===== src/rtl/gpio_uart_pkg.sv =====
// Shared types and constants for the GPIO-to-UART transmit bridge.
// Optional feature macro: GPIO_UART_PARITY_EN (adds an even-parity bit per frame).
package gpio_uart_pkg;

    localparam int unsigned GPIO_DATA_WIDTH = 8;
    localparam int unsigned BIT_IDX_W       = $clog2(GPIO_DATA_WIDTH);

    localparam logic TX_IDLE_LEVEL = 1'b1;
    localparam logic START_LEVEL   = 1'b0;

    typedef enum logic [2:0] {
        IDLE   = 3'd0,
        START  = 3'd1,
        DATA   = 3'd2,
        PARITY = 3'd3,
        STOP   = 3'd4
    } tx_state_t;

endpackage


===== src/rtl/gpio_uart_fifo.sv =====
// Small synchronous FIFO; a push into a full FIFO is still accepted when a pop
// happens in the same cycle. Flags and count are registered.
module gpio_uart_fifo #(
    parameter int unsigned DATA_WIDTH = 8,
    parameter int unsigned AW         = 2
) (
    input  logic                  clk,
    input  logic                  reset,
    input  logic                  push_i,
    input  logic                  pop_i,
    input  logic [DATA_WIDTH-1:0] wdata_i,
    output logic [DATA_WIDTH-1:0] head_c_o,
    output logic                  empty_o,
    output logic                  full_o,
    output logic [AW:0]           count_o
);

    localparam int unsigned DEPTH = 2 ** AW;
    localparam logic [AW:0] COUNT_FULL = (AW + 1)'(DEPTH);

    logic [DATA_WIDTH-1:0] mem_q [DEPTH];
    logic [AW-1:0]         wr_ptr_q;
    logic [AW-1:0]         rd_ptr_q;
    logic [AW:0]           count_q;
    logic [AW:0]           count_d;
    logic                  empty_q;
    logic                  full_q;
    logic                  do_push_c;
    logic                  do_pop_c;

    assign head_c_o = mem_q[rd_ptr_q];
    assign empty_o  = empty_q;
    assign full_o   = full_q;
    assign count_o  = count_q;

    // Accept/advance decisions and the resulting occupancy
    always_comb begin
        do_pop_c  = pop_i && !empty_q;
        do_push_c = push_i && (!full_q || do_pop_c);
        count_d   = count_q;
        if (do_push_c && !do_pop_c) begin
            count_d = count_q + (AW + 1)'(1);
        end else if (do_pop_c && !do_push_c) begin
            count_d = count_q - (AW + 1)'(1);
        end
    end

    // Storage array, written only on an accepted push
    always_ff @(posedge clk) begin
        if (do_push_c) begin
            mem_q[wr_ptr_q] <= wdata_i;
        end
    end

    // Pointers (wrap naturally at DEPTH) and registered flags
    always_ff @(posedge clk or posedge reset) begin
        if (reset) begin
            wr_ptr_q <= '0;
            rd_ptr_q <= '0;
            count_q  <= '0;
            empty_q  <= 1'b1;
            full_q   <= 1'b0;
        end else begin
            if (do_push_c) begin
                wr_ptr_q <= wr_ptr_q + AW'(1);
            end
            if (do_pop_c) begin
                rd_ptr_q <= rd_ptr_q + AW'(1);
            end
            count_q <= count_d;
            empty_q <= (count_d == '0);
            full_q  <= (count_d == COUNT_FULL);
        end
    end

endmodule


===== src/rtl/gpio_uart_tx_bridge.sv =====
// Queues bytes stored to the GPIO port and serialises them as UART frames
// (8N1, or 8E1 when GPIO_UART_PARITY_EN is defined). Never back-pressures the
// core; a byte that finds the queue full is dropped and flagged in overflow.
module gpio_uart_tx_bridge
    import gpio_uart_pkg::*;
#(
    parameter int unsigned DATA_WIDTH = GPIO_DATA_WIDTH,
    parameter int unsigned CLK_DIV    = 434,
    parameter int unsigned FIFO_AW    = 2
) (
    input  logic                  clk,
    input  logic                  reset,
    input  logic                  wr_en,
    input  logic [DATA_WIDTH-1:0] wdata,
    output logic                  tx,
    output logic                  busy,
    output logic                  fifo_empty,
    output logic                  fifo_full,
    output logic [FIFO_AW:0]      fifo_count,
    output logic                  overflow
);

    localparam int unsigned BAUD_W = (CLK_DIV > 1) ? $clog2(CLK_DIV) : 1;
    localparam int unsigned IDX_W  = (DATA_WIDTH > 1) ? $clog2(DATA_WIDTH) : 1;
    localparam logic [BAUD_W-1:0] BAUD_LAST = BAUD_W'(CLK_DIV - 1);
    localparam logic [IDX_W-1:0]  IDX_LAST  = IDX_W'(DATA_WIDTH - 1);

    tx_state_t             state_q;
    logic [BAUD_W-1:0]     baud_q;
    logic [IDX_W-1:0]      bit_q;
    logic [DATA_WIDTH-1:0] shift_q;
    logic                  tx_q;
    logic                  busy_q;
    logic                  overflow_q;
    logic                  wr_q;
    logic [DATA_WIDTH-1:0] wdata_q;
`ifdef GPIO_UART_PARITY_EN
    logic                  parity_q;
`endif

    logic                  baud_tick_c;
    logic                  pop_c;
    logic [DATA_WIDTH-1:0] fifo_head;

    assign tx       = tx_q;
    assign busy     = busy_q;
    assign overflow = overflow_q;

    assign baud_tick_c = (baud_q == BAUD_LAST);
    assign pop_c = !fifo_empty &&
                   ((state_q == IDLE) || ((state_q == STOP) && baud_tick_c));

    gpio_uart_fifo #(
        .DATA_WIDTH (DATA_WIDTH),
        .AW         (FIFO_AW)
    ) u_fifo (
        .clk      (clk),
        .reset    (reset),
        .push_i   (wr_q),
        .pop_i    (pop_c),
        .wdata_i  (wdata_q),
        .head_c_o (fifo_head),
        .empty_o  (fifo_empty),
        .full_o   (fifo_full),
        .count_o  (fifo_count)
    );

    // Register the GPIO strobe; a dropped write latches the sticky overflow flag
    always_ff @(posedge clk or posedge reset) begin
        if (reset) begin
            wr_q       <= 1'b0;
            wdata_q    <= '0;
            overflow_q <= 1'b0;
        end else begin
            wr_q <= wr_en;
            if (wr_en) begin
                wdata_q <= wdata;
            end
            if (wr_q && fifo_full && !pop_c) begin
                overflow_q <= 1'b1;
            end
        end
    end

    // Frame sequencer: baud counter, bit index, shift register and registered tx
    always_ff @(posedge clk or posedge reset) begin
        if (reset) begin
            state_q  <= IDLE;
            baud_q   <= '0;
            bit_q    <= '0;
            shift_q  <= '0;
            tx_q     <= TX_IDLE_LEVEL;
            busy_q   <= 1'b0;
`ifdef GPIO_UART_PARITY_EN
            parity_q <= 1'b0;
`endif
        end else begin
            case (state_q)
                IDLE: begin
                    baud_q <= '0;
                    if (pop_c) begin
                        shift_q  <= fifo_head;
`ifdef GPIO_UART_PARITY_EN
                        parity_q <= ^fifo_head;
`endif
                        state_q  <= START;
                        tx_q     <= START_LEVEL;
                        busy_q   <= 1'b1;
                    end
                end
                START: begin
                    if (baud_tick_c) begin
                        baud_q  <= '0;
                        bit_q   <= '0;
                        state_q <= DATA;
                        tx_q    <= shift_q[0];
                    end else begin
                        baud_q <= baud_q + BAUD_W'(1);
                    end
                end
                DATA: begin
                    if (baud_tick_c) begin
                        baud_q  <= '0;
                        shift_q <= shift_q >> 1;
                        if (bit_q == IDX_LAST) begin
`ifdef GPIO_UART_PARITY_EN
                            state_q <= PARITY;
                            tx_q    <= parity_q;
`else
                            state_q <= STOP;
                            tx_q    <= TX_IDLE_LEVEL;
`endif
                        end else begin
                            bit_q <= bit_q + IDX_W'(1);
                            tx_q  <= shift_q[1];
                        end
                    end else begin
                        baud_q <= baud_q + BAUD_W'(1);
                    end
                end
`ifdef GPIO_UART_PARITY_EN
                PARITY: begin
                    if (baud_tick_c) begin
                        baud_q  <= '0;
                        state_q <= STOP;
                        tx_q    <= TX_IDLE_LEVEL;
                    end else begin
                        baud_q <= baud_q + BAUD_W'(1);
                    end
                end
`endif
                STOP: begin
                    if (baud_tick_c) begin
                        baud_q <= '0;
                        if (pop_c) begin
                            // Back-to-back frame: straight into the next start bit
                            shift_q  <= fifo_head;
`ifdef GPIO_UART_PARITY_EN
                            parity_q <= ^fifo_head;
`endif
                            state_q  <= START;
                            tx_q     <= START_LEVEL;
                        end else begin
                            state_q <= IDLE;
                            tx_q    <= TX_IDLE_LEVEL;
                            busy_q  <= 1'b0;
                        end
                    end else begin
                        baud_q <= baud_q + BAUD_W'(1);
                    end
                end
                default: begin
                    state_q <= IDLE;
                    baud_q  <= '0;
                    tx_q    <= TX_IDLE_LEVEL;
                    busy_q  <= 1'b0;
                end
            endcase
        end
    end

endmodule


===== config.mk =====
export PLATFORM = sky130hd
export DESIGN_NAME = gpio_uart_tx_bridge
export DESIGN_NICKNAME = d
export VERILOG_FILES = /design/src/rtl/gpio_uart_pkg.sv /design/src/rtl/gpio_uart_fifo.sv /design/src/rtl/gpio_uart_tx_bridge.sv
export SDC_FILE = /design/constraint.sdc
export NUM_CORES = 1
export LEC_CHECK = 0
export CELL_PAD_IN_SITES_DETAIL_PLACEMENT = 1
export CELL_PAD_IN_SITES_GLOBAL_PLACEMENT = 2
export CORE_UTILIZATION = 46
export DETAILED_ROUTE_END_ITERATION = 10
export GPL_TIMING_DRIVEN = 0
export HOLD_SLACK_MARGIN = 0.12
export PLACE_DENSITY = 0.84
export SKIP_LAST_GASP = 1
export SLEW_MARGIN = 20
export SYNTH_ARGS = -nofsm -noshare
export SYNTH_HDL_FRONTEND = slang
export SYNTH_SLANG_ARGS = --single-unit

===== constraint.sdc =====
create_clock -name clk -period 6.5 [get_ports clk]
set_input_delay 1.3 -clock clk [delete_from_list [all_inputs] [get_ports clk]]
set_output_delay 1.3 -clock clk [all_outputs]
set_load 0.005 [all_outputs]

=== Word-level counts from Yosys, hierarchy flattened ===
Memory sizes are Yosys's and may differ from the RTL's.
Index checks and enable logic that the tools add are counted.

* Memories kept: 1
* Bits in writable memories: 32
* Register bits: 44

* Reduce and logical (&&, ||, !) cells: 26
* Equality and inequality tests: 13
* Add/sub/neg operators: 6
* Multiplexer cells: 32
* Bitwise operators: 1

{| class="wikitable"
|+ Memory list
! name !! words !! width !! rd ports !! clocked after Yosys merged registers in !! wr ports !! RTL line !! source
|-
| u_fifo.mem_q || 4 || 8 || 1 || 0 || 1 || gpio_uart_fifo.sv:21 || <nowiki>logic [DATA_WIDTH-1:0] mem_q [DEPTH];</nowiki>
|}

{| class="wikitable"
|+ Operator list
! cell !! number
|-
| 2-to-1 mux 3 bit || 10
|-
| 2-to-1 mux 8 bit || 3
|-
| case mux 8 bit (3 select lines) || 1
|-
| 2-to-1 mux 9 bit || 2
|-
| inequality test 2 bit (second input constant) || 7
|-
| 2-to-1 mux 1 bit || 12
|-
| case mux 3 bit (4 select lines) || 1
|-
| AND reduction 4 bit || 3
|-
| adder 9 x 1 -> 9 bit (second input constant) || 1
|-
| equality test 3 bit (second input constant) || 3
|-
| equality test 9 bit (second input constant) || 1
|-
| logical AND 1 bit || 8
|-
| adder 3 x 1 -> 3 bit (second input constant) || 2
|-
| logical NOT 3 bit || 2
|-
| case mux 3 bit (2 select lines) || 1
|-
| logical NOT 1 bit || 5
|-
| AND reduction 5 bit || 1
|-
| adder 2 x 1 -> 2 bit (second input constant) || 2
|-
| case mux 1 bit (4 select lines) || 1
|-
| equality test 3 x 1 -> 1 bit (second input constant) || 1
|-
| equality test 3 x 2 -> 1 bit (second input constant) || 1
|-
| case mux 1 bit (3 select lines) || 1
|-
| AND reduction 3 bit || 1
|-
| nonzero test 3 bit || 1
|-
| other kinds (6) || 7
|}

=== Longest topological paths before layout ===
Gate-level depths: netlist of run 1.

* Depth after elaboration: 12
* Depth in mapped cells: 8
* Mapped depth without buffers: 7

=== By module ===
A second synthesis of run 1 with hierarchy kept.

* Cells, all modules: 242
* Area total of the unflattened synthesis: 3,427.0 µm²

{| class="wikitable"
|+ Modules (own cells, without submodules)
! module !! instances !! cells an instance !! area an instance (µm²)
|-
| gpio_uart_tx_bridge || 1 || 153 || 1,739.2
|-
| gpio_uart_fifo || 1 || 89 || 1,687.9
|}

=== Least setup slack after synthesis of run 1 ===
Ideal clock, no wire load.

* Path kind: register to register
* Start: reg baud_q[1]
* End: mem u_fifo.mem_q[0][0], enable pin
* Setup time: 0.332 ns
* Path slack: 4.374 ns
* Cell stages (with the launch flop): 8
* Data arrival time: 1.794 ns
* Required time: 6.168 ns
* Cell sequence: dfrtp_1 inv_1 ha_1 nand4b_4 o41ai_4 nand2_2 a21boi_4 and2_1

* Longest elaborated chain between the ends: 9

{| class="wikitable"
|+ RTL lines
! item !! RTL line !! source
|-
| from (decl) || gpio_uart_tx_bridge.sv:29 || <nowiki>logic [BAUD_W-1:0] baud_q;</nowiki>
|-
| from (signal assigned) || gpio_uart_tx_bridge.sv:118 || <nowiki>baud_q <= baud_q + BAUD_W'(1);</nowiki>
|-
| from (signal assigned) || gpio_uart_tx_bridge.sv:138 || <nowiki>baud_q <= baud_q + BAUD_W'(1);</nowiki>
|-
| from (signal assigned) || gpio_uart_tx_bridge.sv:169 || <nowiki>baud_q <= baud_q + BAUD_W'(1);</nowiki>
|-
| equality test 9 bit || gpio_uart_tx_bridge.sv:49 || <nowiki>assign baud_tick_c = (baud_q == BAUD_LAST);</nowiki>
|-
| logical AND 1 bit || gpio_uart_tx_bridge.sv:51 || <nowiki>((state_q == IDLE) || ((state_q == STOP) && baud_tick_c));</nowiki>
|-
| logical OR 1 bit || gpio_uart_tx_bridge.sv:51 ||
|-
| logical AND 1 bit || gpio_uart_tx_bridge.sv:50 || <nowiki>assign pop_c = !fifo_empty &&</nowiki>
|-
| logical AND 1 bit || gpio_uart_fifo.sv:38 || <nowiki>do_pop_c = pop_i && !empty_q;</nowiki>
|-
| logical OR 1 bit || gpio_uart_fifo.sv:39 || <nowiki>do_push_c = push_i && (!full_q || do_pop_c);</nowiki>
|-
| logical AND 1 bit || gpio_uart_fifo.sv:39 ||
|-
| 2-to-1 mux 1 bit || gpio_uart_fifo.sv:50 || <nowiki>if (do_push_c) begin</nowiki>
|-
| 2-to-1 mux 1 bit (implied by the code) || gpio_uart_fifo.sv:51 || <nowiki>mem_q[wr_ptr_q] <= wdata_i;</nowiki>
|-
| to (decl) || gpio_uart_fifo.sv:21 ||
|}

No other way between the ends.

=== Worst setup path after layout of run 1 ===
* Start: reg u_fifo.empty_q, in the netlist u_fifo.empty_o
* End: out fifo_empty

{| class="wikitable"
|+ RTL lines
! item !! RTL line !! source
|-
| from (decl) || gpio_uart_fifo.sv:26 || <nowiki>logic empty_q;</nowiki>
|-
| from (signal assigned) || gpio_uart_fifo.sv:71 || <nowiki>empty_q <= (count_d == '0);</nowiki>
|-
| to (decl) || gpio_uart_tx_bridge.sv:17 || <nowiki>output logic fifo_empty,</nowiki>
|}

No word-level cell between the ends.

==> impl_metrics.ini, run 1 <==
[logic_synthesis]
synth_warnings = 0
synth_area_per_cell_um2 = 14.1
synth_area_leaders = dfrtp_1 (30%), edfxtp_1 (28%), mux2_2 (7.5%)
ys_seq_area_share_pct = 59.7
synth-main-ff-cell = dfrtp_1
ys_seq_elements = 76
netlist_instances = 246
synth_area_um2 = 3460
yosysUniqueCellTypes = 49
syn-num-nets = 267
synthArstFlopShare_pct = 57.9
synth_edf_count = 32
synth_top_area_cell = dfrtp_1
synth_top_area_share_pct = 30.4

[worst_setup_path]
worstRegToRegCells = 7
arrival_ns = 1.46
worstPathRequired_ns = 5.20
crit_family = flip-flops
critPathBufInv = 1
start_kind = flip-flop
crit_chain = clkdlybuf4s50_1
cpPeakStageDelay_ns = 0.60
critical_path.max_fanout = 6
r2r_start = baud_q[1]
reg2reg_slack_ns = 3.84
reg2reg_to = u_fifo.mem_q[1][0]
cpMaxStageDelayCell = dfstp_2
cp-end-kind = output port
crit_type = reg -> out

[pwr]
power.total_mw = 1.24
power_density_nw_per_um2 = 309
pwr-share-comb_pct = 18.0
p_sw_mw = 0.333
cellInternalPower_mw = 0.906
power_frac_clock_pct = 32.0
seq_power_share_pct = 50.0
power_switching_share_pct = 26.9
max-vdd-ir-drop_mv = 0.178
leakagePower_nw = 1.63

[global_routing]
grt_antenna_before_repair = 0
grt_pass1_wl_um = 10700
gr-total-overflow = 0
grt_max_degree = 27
grt_pass1_vias = 2155
grt_usage_pct = 19.1

[route]
drc = 0
drt_iter0_markers = 116
wl_met3_um = 153
drt_pass1_iterations = 4
wire_per_inst_um = 17.4
met1Wirelength_um = 3130
vias_per_cell = 5.28
top_layer_used = met4
via_count = 2005
wl_met2_um = 3170
antenna_left = 0
drt_wl_total_um = 6630

[clock_network]
clk_pin_slew_worst_paths_ns = 0.08
post_cts_resized = 0
cts_tree = done
clock-sinks = 76
hold_buffers = 0
h-tree-depth = 3
root_buffer = clkbuf_8
cts_buffer_depth = 2
clk_latency_ns = 0.34
post-cts-setup-buffer-count = 0
cts_buffers = 9

[layout]
nets = 297
final_common_cell = dfrtp_1
drive_above_1_share_pct = 24.6
nFillCells = 724
regArea_um2 = 2060
design_area_um2 = 4000
n_antenna_cell = 0
final_cell_mix = dfrtp_1 (42), edfxtp_1 (32), mux2_2 (23)
utilization_pct = 55.2
syn2layout_area_growth_pct = 15.8
multi_input_comb_area_um2 = 1310

[sta]
finalSetupViolCount = 0
whs_ns = 0.480
tightest_slew_ns = 0.625
finalClockSkew_ns = 0.00509
rsz0062_at_grt = no
min_period_ns = 2.76
hold_violations = 0
period_share_pct = 42.4
timing.slew.headroom_pct = 58.2
fmax_mhz = 363
timing.setup.tns_ns = 0
drv_slew = 0

[job]
cap_violations = 0

[floorplanning]
core_um2 = 7250
fp-row-count = 31
die_w_um = 88.7
ios = 19
die_area_um2 = 7870
dieHeight_um = 88.7
start_util_pct = 47.7

[placed_design]
postPlaceCellArea_um2 = 3780
dpl.hpwl_um = 4670
portBuffers = 18
gp_congestion = 0.767

[hold_path]
holdPathStages = 1
holdCritStartpoint = overflow
hold_path.class = reg -> reg
holdPathEnd = overflow

[status]
status = finished clean
final cells by class:
class                           count  area share [%]
Sequential cell                    76            51.6
Multi-Input combinational cell    149            32.7
Timing Repair Buffer               19            5.00
Clock buffer                        9            3.09
Tap cell                           99            3.09
Clock inverter                      7            2.44
Inverter                           12            1.13
Buffer                              9            1.00
flip-flops by register name (all words and copies together), names as in the netlist:
register / count
baud_q: 9
state_q: 3
u_fifo.rd_ptr_q: 2
overflow: 1
wdata_q: 8
u_fifo.count_o: 3
bit_q: 3
wr_q: 1
u_fifo.wr_ptr_q: 2
busy: 1
u_fifo.mem_q: 32
tx: 1
u_fifo.full_o: 1
shift_q: 8
u_fifo.empty_o: 1
Yosys cell counts, types with 2 or more instances:
cell	n
nand2_2	2
mux2_2	23
a21oi_1	5
buf_2	5
dfrtp_1	42
nand2b_1	4
ha_1	10
nor3_1	2
nand2_1	9
xnor2_1	7
nand3_1	4
and2_1	5
edfxtp_1	32
o31ai_1	4
o21ai_0	2
nand4_1	3
mux2i_1	3
mux4_2	8
mux2_4	2
clkbuf_1	4
o21ai_1	3
nor2_1	22
inv_1	12
nor2b_1	2
dfstp_2	2
xor2_1	6
worst max-delay path by stage:
| stage | cells after the start | end | from | slack, ns |
|---|---|---|---|---|
| 6_report | 1 | fifo_empty | u_fifo.empty_o | 3.74 |
| 5_1_grt | 1 | fifo_empty | u_fifo.empty_o | 3.68 |
| 4_1_cts | 1 | fifo_empty | u_fifo.empty_o | 3.72 |
| 3_5_place_dp | 3 | wdata_q[5] | wr_en | 3.75 |
| 3_3_place_gp | 2 | shift_q[7] | reset | 3.17 |
| 2_1_floorplan | 1 | baud_q[0] | reset | 4.17 |
power by group through the flow:
stage	logic (mW)	clock network, mW	registers [mW]
finish	0.223	0.396	0.619
global route	0.249	0.423	0.626
CTS	0.226	0.406	0.619
detailed placement	0.220	0	0.629
global placement	0.208	0	0.623
floorplan	0.141	0	0.617
kinds of logic after synthesis:
group / synth area share (%)
fa+ha+maj: 3.62
flops: 59.7
simple gates: 10.2
compound gates: 5.93
buf+inv: 2.46
xor+xnor: 3.29
mux: 14.8
routing by layer:
layer / global-route usage, % / vias up
met2: 29.9 / 31
met3: 2.80 / 16
li1: - / 944
met5: 0 / -
met4: 10.1 / 0
met1: 25.9 / 1014
stage by stage:
stage	std cells	setup WS, ns
6_report	380	3.74
5_1_grt	380	3.68
4_1_cts	380	3.72
3_5_place_dp	364	3.75
3_3_place_gp	363	3.17
2_1_floorplan	246	4.17
(Power assumes the default switching activity.)
==> run 2, diff against run 1 <==
CORE_UTILIZATION = 38   (was 46)
PLACE_DENSITY = 0.74   (was 0.84)
clock period = 2.3 ns   (was 6.5 ns; I/O delays follow)
==> impl_metrics.ini, run 2 (synthesis gave the netlist of run 1 again) <==
[clock_network]
clk_pin_slew_worst_paths_ns = 0.09
cts_buffer_depth = 2
clock-sinks = 76
clk_latency_ns = 0.35
cts_tree = done
hold_buffers = 0
cts_buffers = 9
root_buffer = clkbuf_8
h-tree-depth = 3

[global_routing]
top_usage_layer = met2
grt_pass1_vias = 2123
grt_antenna_before_repair = 0
grt_usage_pct = 15.3
use_met1_pct = 19.8
use_met2_pct = 24.9
grt_pass1_wl_um = 11100
gr-total-overflow = 0
met3_usage_pct = 3.60
grt_max_degree = 33

[route]
drt_pass1_iterations = 4
drc = 0
via_count = 2032
antenna_left = 0
drt_wl_total_um = 6590
vias_per_cell = 5.16
drt_iter0_markers = 76
wire_per_inst_um = 16.7

[sta]
finalClockSkew_ns = 0.00695
fin_ws_ns = 0.138
timing.slew.headroom_pct = 56.8
period_share_pct = 94.0
tightest_slew_ns = 0.645
min_period_ns = 2.16
drv_slew = 0
fmax_mhz = 463
finalSetupViolCount = 0
hold_violations = 0
rsz0062_at_grt = no

[worst_setup_path]
arrival_ns = 2.46
cp-end-kind = flip-flop
critical_path.max_fanout = 6
worstPathRequired_ns = 2.59
start_kind = flip-flop
crit_type = reg -> reg

[layout]
drive_above_1_share_pct = 28.3
nets = 302
final_cells = 394
largest_reg_flops = 32
n_antenna_cell = 0
final_common_cell = dfrtp_1
top_register = u_fifo.mem_q
syn2layout_area_growth_pct = 16.8
top_regs = u_fifo.mem_q x32, baud_q x9
final_cell_mix = dfrtp_1 (41), edfxtp_1 (32), mux2_2 (23)

[floorplanning]
fp-row-count = 34
die_w_um = 97.4
core_um2 = 8760
ios = 19
dieHeight_um = 97.4
die_area_um2 = 9490
start_util_pct = 39.5

[placed_design]
dpl.hpwl_um = 4610
portBuffers = 18
dpl_worst_slack_ns = -0.352
dp.cells = 373
gp_congestion = 0.735

[hold_path]
hold_path.class = in -> async

[job]
cap_violations = 0

[pwr]
power_density_nw_per_um2 = 829
max-vdd-ir-drop_mv = 0.398
leakagePower_nw = 1.65

[status]
status = finished clean
[run 2: cell count changes in the layout (fill, tap and decap cells not counted), moves of 2 or more]
cell and change:
and2_4 +4, buf_4 +6, and2_1 -4, bufinv_16 -2
[run 2: layout make-up]
| type | instances | area (um^2) |
|---|---|---|
| fillers | 907 | 4730 |
| flip-flops and latches | 76 | 2070 |
| multi-input cells | 149 | 1330 |
| repair buffers | 24 | 238 |
| well taps | 108 | 135 |
| clock buffers | 9 | 124 |
| clock inverters | 7 | 58.8 |
| inverters | 12 | 45.0 |
| plain buffers | 9 | 42.5 |
[run 2: timing repair]
action	4_1_cts	5_1_grt
hold endpoints to repair	0	0
gates resized for setup	10	3
setup buffers	2	3
pin swaps	2	2
setup endpoints to repair	32	34
[run 2: path summary, 6_finish.rpt]
check	startpoint	to	slack, ns	depth (start not counted)
max	baud_q[1]	u_fifo.empty_o	0.14	9
min	reset	wdata_q[4]	0.37	2
max reg2reg	baud_q[1]	u_fifo.empty_o	0.14	9
min reg2reg	overflow	overflow	0.48	1
max in group asynchronous	reset	u_fifo.empty_o	1.40	3
min in group clk	overflow	overflow	0.48	1
[run 2: critical path, cell delays in order, from the launching register on]
cell and delay [ns]:
dfrtp_1 0.42, inv_1 0.07, ha_2 0.22, nand4b_4 0.13, o41ai_4 0.34, buf_4 0.20
and2_0 0.12, buf_4 0.14, mux2_1 0.36, nor2_2 0.11
[run 2: layer usage]
metal | vias up | wire (um)
met3 | 9 | 173
met4 | 0 | 119
met5 | - | 0
met2 | 24 | 3190
li1 | 962 | -
met1 | 1037 | 3110
[run 2: where the power goes]
group	internal, mW	leakage [nW]	total, mW	switching (mW)
combinational	0.332	0.716	0.635	0.303
sequential	1.63	0.837	1.75	0.113
clock	0.411	0.0925	0.964	0.553
total	2.38	1.65	3.35	0.970
[run 2: per-stage QoR]
stage | util (%) | TNS [ns] | power, mW | hold WS, ns | cell area [um^2]
2_1_floorplan | - | 0 | 2.14 | 0.453 | 3460
3_3_place_gp | 43.1 | -20.23 | 2.35 | 0.463 | 3770
3_5_place_dp | 43.3 | -10.50 | 2.39 | 0.471 | 3790
4_1_cts | 45.7 | 0 | 3.38 | 0.370 | 4010
5_1_grt | 46.1 | 0 | 3.51 | 0.387 | 4040
6_report | 46.1 | 0 | 3.35 | 0.366 | 4040
